`src/rtl/airlock_pkg.sv`:
```
// Shared types and defaults for the bathysphere airlock sequencer.
// Pure declarations; no logic, no latency, no flow control.
// Used by the controller.
package airlock_pkg;

    typedef enum logic [2:0] {
        DRY_IDLE,
        WET_IDLE,
        FILL,
        DRAIN,
        INNER_OPEN,
        OUTER_OPEN
    } state_t;

    localparam logic DIR_ARRIVE = 1'b0;
    localparam logic DIR_DEPART = 1'b1;

    localparam int DEF_FILL_CYCLES  = 8;
    localparam int DEF_DRAIN_CYCLES = 8;
    localparam int DEF_DOOR_TIMEOUT = 64;

    function automatic int max3(input int a, input int b, input int c);
        int m;
        m = (a > b) ? a : b;
        return (m > c) ? m : c;
    endfunction

endpackage

```
`src/rtl/airlock_timer.sv`:
```
// Loadable down-counter that parks at zero; load wins over count.
// Latency: value updates one cycle after load/en; zero is combinational.
// No backpressure: counts whenever en is high and value is nonzero.
module airlock_timer #(
    parameter int W = 4
) (
    input  logic         clk,
    input  logic         reset,
    input  logic         load,
    input  logic [W-1:0] load_val,
    input  logic         en,
    output logic [W-1:0] value,
    output logic         zero
);

    assign zero = (value == '0);

    always_ff @(posedge clk or posedge reset) begin
        if (reset) begin
            value <= '0;
        end else if (load) begin
            value <= load_val;
        end else if (en && !zero) begin
            value <= value - 1'b1;
        end
    end

endmodule

```
`src/rtl/airlock_controller.sv`:
```
// Airlock sequencer: one arrival/departure at a time, pumps before doors, doors never both open.
// Latency: request accepted the cycle it is seen in an idle state; ack one cycle after final transit_done.
// Requests are level-held; ignored while busy (or faulted). Optional door watchdog: AIRLOCK_WATCHDOG_EN.
module airlock_controller
    import airlock_pkg::*;
#(
    parameter int FILL_CYCLES  = DEF_FILL_CYCLES,
    parameter int DRAIN_CYCLES = DEF_DRAIN_CYCLES,
    parameter int DOOR_TIMEOUT = DEF_DOOR_TIMEOUT
) (
    input  logic clk,
    input  logic reset,
    input  logic arrive_req,
    input  logic depart_req,
    input  logic transit_done,
    output logic inner_door_open,
    output logic outer_door_open,
    output logic pump_fill,
    output logic pump_drain,
    output logic arrive_ack,
    output logic depart_ack,
    output logic busy,
    output logic chamber_wet,
    output logic fault
);

    localparam int TW = $clog2(max3(FILL_CYCLES, DRAIN_CYCLES, DOOR_TIMEOUT) + 1);

    state_t        state, state_n;
    logic          dir, dir_n;
    logic          arrive_ack_n, depart_ack_n;
    logic          fault_q;
    logic          req_ok;
    logic          door_timeout;
    logic          tmr_load, tmr_en, tmr_zero;
    logic [TW-1:0] tmr_load_val, tmr_value;

    airlock_timer #(.W(TW)) u_timer (
        .clk      (clk),
        .reset    (reset),
        .load     (tmr_load),
        .load_val (tmr_load_val),
        .en       (tmr_en),
        .value    (tmr_value),
        .zero     (tmr_zero)
    );

`ifdef AIRLOCK_WATCHDOG_EN
    assign tmr_en       = (state == FILL) || (state == DRAIN) ||
                          (state == INNER_OPEN) || (state == OUTER_OPEN);
    assign door_timeout = tmr_zero;

    // Sticky until reset; only a door state that expires without transit trips it.
    always_ff @(posedge clk or posedge reset) begin
        if (reset) begin
            fault_q <= 1'b0;
        end else if ((state == INNER_OPEN || state == OUTER_OPEN) && !transit_done && door_timeout) begin
            fault_q <= 1'b1;
        end
    end
`else
    assign tmr_en       = (state == FILL) || (state == DRAIN);
    assign door_timeout = 1'b0;
    assign fault_q      = 1'b0;
`endif

    assign req_ok = !fault_q;
    assign fault  = fault_q;

    always_ff @(posedge clk or posedge reset) begin
        if (reset) begin
            state      <= DRY_IDLE;
            dir        <= DIR_ARRIVE;
            arrive_ack <= 1'b0;
            depart_ack <= 1'b0;
        end else begin
            state      <= state_n;
            dir        <= dir_n;
            arrive_ack <= arrive_ack_n;
            depart_ack <= depart_ack_n;
        end
    end

    always_comb begin
        state_n      = state;
        dir_n        = dir;
        arrive_ack_n = 1'b0;
        depart_ack_n = 1'b0;
        case (state)
            // Prefer the request that needs no pumping from the current chamber state.
            DRY_IDLE: begin
                if (req_ok && depart_req) begin
                    state_n = INNER_OPEN;
                    dir_n   = DIR_DEPART;
                end else if (req_ok && arrive_req) begin
                    state_n = FILL;
                    dir_n   = DIR_ARRIVE;
                end
            end
            WET_IDLE: begin
                if (req_ok && arrive_req) begin
                    state_n = OUTER_OPEN;
                    dir_n   = DIR_ARRIVE;
                end else if (req_ok && depart_req) begin
                    state_n = DRAIN;
                    dir_n   = DIR_DEPART;
                end
            end
            FILL: begin
                if (tmr_zero) state_n = OUTER_OPEN;
            end
            DRAIN: begin
                if (tmr_zero) state_n = INNER_OPEN;
            end
            OUTER_OPEN: begin
                if (transit_done) begin
                    if (dir == DIR_ARRIVE) begin
                        state_n = DRAIN;
                    end else begin
                        state_n      = WET_IDLE;
                        depart_ack_n = 1'b1;
                    end
                end else if (door_timeout) begin
                    state_n = WET_IDLE;
                end
            end
            INNER_OPEN: begin
                if (transit_done) begin
                    if (dir == DIR_ARRIVE) begin
                        state_n      = DRY_IDLE;
                        arrive_ack_n = 1'b1;
                    end else begin
                        state_n = FILL;
                    end
                end else if (door_timeout) begin
                    state_n = DRY_IDLE;
                end
            end
            default: state_n = DRY_IDLE;
        endcase
    end

    // Timer is reloaded on every state change, so it never needs to wrap.
    always_comb begin
        tmr_load = (state_n != state);
        case (state_n)
            FILL:    tmr_load_val = TW'(FILL_CYCLES - 1);
            DRAIN:   tmr_load_val = TW'(DRAIN_CYCLES - 1);
            default: tmr_load_val = TW'(DOOR_TIMEOUT - 1);
        endcase
    end

    always_comb begin
        if (!reset) begin
            assert (!(state == FILL && int'(tmr_value) >= FILL_CYCLES));
            assert (!(state == DRAIN && int'(tmr_value) >= DRAIN_CYCLES));
        end
    end

    always_comb begin
        inner_door_open = 1'b0;
        outer_door_open = 1'b0;
        pump_fill       = 1'b0;
        pump_drain      = 1'b0;
        busy            = 1'b1;
        chamber_wet     = 1'b0;
        case (state)
            DRY_IDLE:   busy = 1'b0;
            WET_IDLE: begin
                busy        = 1'b0;
                chamber_wet = 1'b1;
            end
            FILL:       pump_fill = 1'b1;
            DRAIN: begin
                pump_drain  = 1'b1;
                chamber_wet = 1'b1;
            end
            INNER_OPEN: inner_door_open = 1'b1;
            OUTER_OPEN: begin
                outer_door_open = 1'b1;
                chamber_wet     = 1'b1;
            end
            default:    busy = 1'b0;
        endcase
    end

endmodule
```
`config.mk`:
```
export PLATFORM = sky130hd
export DESIGN_NAME = airlock_controller
export DESIGN_NICKNAME = d
export VERILOG_FILES = /design/src/rtl/airlock_pkg.sv /design/src/rtl/airlock_timer.sv /design/src/rtl/airlock_controller.sv
export SDC_FILE = /design/constraint.sdc
export NUM_CORES = 1
export LEC_CHECK = 0
export BUFFER_PORTS_ARGS = -buffer_cell sky130_fd_sc_hd__buf_2
export CAP_MARGIN = 20
export CORE_MARGIN = 5
export CORE_UTILIZATION = 56
export DETAILED_ROUTE_END_ITERATION = 6
export PLACE_DENSITY_LB_ADDON = 0.12
export RECOVER_POWER = 100
export SLEW_MARGIN = 5
export SYNTH_ARGS = -nofsm -noshare
export SYNTH_HDL_FRONTEND = slang
export SYNTH_SLANG_ARGS = --single-unit
export TNS_END_PERCENT = 50
```
`constraint.sdc`:
```
create_clock -name clk -period 4.8 [get_ports clk]
set_input_delay 0.24 -clock clk [delete_from_list [all_inputs] [get_ports clk]]
set_output_delay 0.24 -clock clk [all_outputs]
set_load 0.05 [all_outputs]
```
==> results.cfg <==
[status]
outcome = completed

[clock_network]
numCtsBuffers = 3
cts_buffer_depth = 2
clkSlewWorstSetupHoldPaths_ns = 0.08
cts_sinks = 13
root_buffer = clkbuf_4
cts_hold_buf = 1
htree_num_levels = 1
cts-resized-gates = 0
cts_tree = done
clk_latency_ns = 0.28
cts_setup_buffers = 0

[placed_design]
gp_congestion = 0.871
io_buffers = 12
hpwl_um = 1240

[layout]
drive_gt1_share_pct = 10.0
diodes = 0
area_growth_pct = 10.6
fin_nets = 107
fin_util_pct = 65.3

[power_and_ir_drop]
p_leak_nw = 0.382
total_power_mw = 0.487
peakVddDrop_v = 0.000351
p_per_area_nw_per_um2 = 573

[floorplan]
io_pins = 14
fp.dieW_um = 47.0
fp.dieH_um = 47.0
core_um2 = 1300
start_util_pct = 59.0
rows = 13
dieArea_um2 = 2210

[logic_synthesis]
yosysUniqueCellTypes = 36
async_flop_share_pct = 100
netlist_instances = 87
ys_ff_latch = 13
ys.flop_type = dfrtp_1
syn_area_um2 = 768
synth_warnings = 0
synth_nets = 93
ys_seq_area_share_pct = 42.3
synth_edf_count = 0
synth.avg_cell_area_um2 = 8.83

[global_routing]
gr-usage-all-layers_pct = 18.7
overflow = 0
first_global_vias = 584
grt_max_degree = 15
grt_pass1_wl_um = 2820
antenna_found_initial = 0

[drt]
ant_nets = 0
drc = 0
drtPass1Iterations = 4
drtIter0Drc = 20
vias = 677
wl_per_cell_um = 14.8
routed_via_density = 5.89
postRouteWirelength_um = 1700

[worst_hold_path]
hold_class = primary input to flip-flop
holdPathStages = 2
hold_start = arrive_req

[timing]
finalSetupViolCount = 0
maxSlewViolCount = 0
min_period_ns = 1.99
max_slew_margin_pct = 60.0
worstMarginPinSlew_ns = 0.602
rsz0062_at_grt = no
fin_skew_ns = 0.00196
finalCritPeriodShare_pct = 41.4
tns_ns = 0
max_freq_mhz = 503
fin_hold_ws_ns = 0.176
hold_viol = 0

[worst_setup_path]
cp-start-kind = flip-flop
crit_path_start = state[2]
arrival_ns = 1.75
worstPathMaxFanout = 14
ff2ff_path_depth = 5
critPathKind = flip-flop to primary output
worstReg2RegStart = u_timer.value[0]
end_kind = primary output
cp.required_ns = 4.56
ff2ff_setup_slack_ns = 2.89

[job]
max_cap_violations = 0
report_power, final:
group	internal, mW	total [mW]	switching, mW
clock network	0.0323	0.0694	0.0371
logic	0.0701	0.226	0.156
registers	0.141	0.192	0.0504
synth_stat cells, types with 2 or more instances:
master    count  area, um2
dfrtp_1      13        325
nor2_1        8       30.0
a21oi_1       7       35.0
o21ai_0       7       35.0
inv_1         6       22.5
nand2_1       5       18.8
xnor2_1       4       35.0
nor3_1        3       15.0
and3_1        2       12.5
buf_4         2       15.0
nand2b_1      2       12.5
nand3_1       2       10.0
o211a_1       2       20.0
o22ai_1       2       12.5
metrics by stage:
| step | instances | setup slack [ns] | cell area [um2] |
|---|---|---|---|
| after CTS | 115 | 2.90 | 860 |
| after floorplan | 87 | 3.02 | 768 |
| final | 115 | 2.81 | 850 |
| after global routing | 115 | 2.72 | 850 |
| after global placement | 110 | 2.95 | 823 |
| after detailed placement | 110 | 2.91 | 823 |
kinds of logic after synthesis:
kind of cell | after synthesis | share of synthesized area (%)
other cells | 1 | 0.488
flops | 13 | 42.3
buf+inv | 10 | 6.02
simple gates | 34 | 24.8
xor+xnor | 5 | 5.70
fa+ha+maj | 1 | 1.63
compound gates | 23 | 19.1
cells in the final DEF (no fill, tap or decap), drive strengths merged:
cell type / Yosys / routed
a211oi: 1 / 1
a21oi: 7 / 7
a31oi: 1 / 1
and2: 1 / 1
and3: 2 / 2
buf: 3 / 4
clkbuf: 1 / 12
conb: 1 / 1
dfrtp: 13 / 13
dlygate4sd3: 0 / 1
ha: 1 / 1
inv: 6 / 6
nand2: 5 / 5
nand2b: 2 / 2
nand3: 2 / 2
nand3b: 1 / 1
nand4: 1 / 1
nand4b: 1 / 1
nor2: 8 / 8
nor2b: 1 / 1
nor3: 3 / 3
nor3b: 1 / 1
nor4: 1 / 1
o2111ai: 1 / 1
o211a: 2 / 2
o211ai: 1 / 1
o21ai: 7 / 7
o221ai: 1 / 1
o22ai: 2 / 2
or2: 1 / 1
or2b: 1 / 1
or3: 1 / 1
or3b: 1 / 1
or4b: 1 / 1
xnor2: 4 / 4
xor2: 1 / 1
state kept, by name (all words and copies together) (netlist names):
signal	count
u_timer.value	7
state	3
arrive_ack	1
depart_ack	1
dir	1
worst max-delay path: stages, from the launching register on:
cell,delay (ns)
dfrtp_1,0.54
or2b_1,0.35
nor2_1,0.10
clkbuf_1,0.48
area by class of cell:
cell class / count / area (um2)
inverters: 6 / 22.5
well taps: 15 / 18.8
flip-flops and latches: 13 / 325
multi-input cells: 64 / 397
clock buffers: 4 / 26.3
repair buffers: 13 / 60.1
fillers: 116 / 452
final timing paths:
check,endpoint
max,pump_drain
min,dir
max in group asynchronous,u_timer.value[2]
max reg2reg,state[1]
min in group asynchronous,u_timer.value[4]
min reg2reg,arrive_ack
metal layers:
| layer | wire length [um] | part of all wire, % | track usage, % |
|---|---|---|---|
| met4 | 34 | 2.0 | 8.29 |
| met2 | 820 | 48 | 27.4 |
| met3 | 88 | 5.2 | 4.60 |
| met1 | 757 | 45 | 26.2 |
| met5 | 0 | 0 | 0 |
Power figures use the tool's default switching activity.
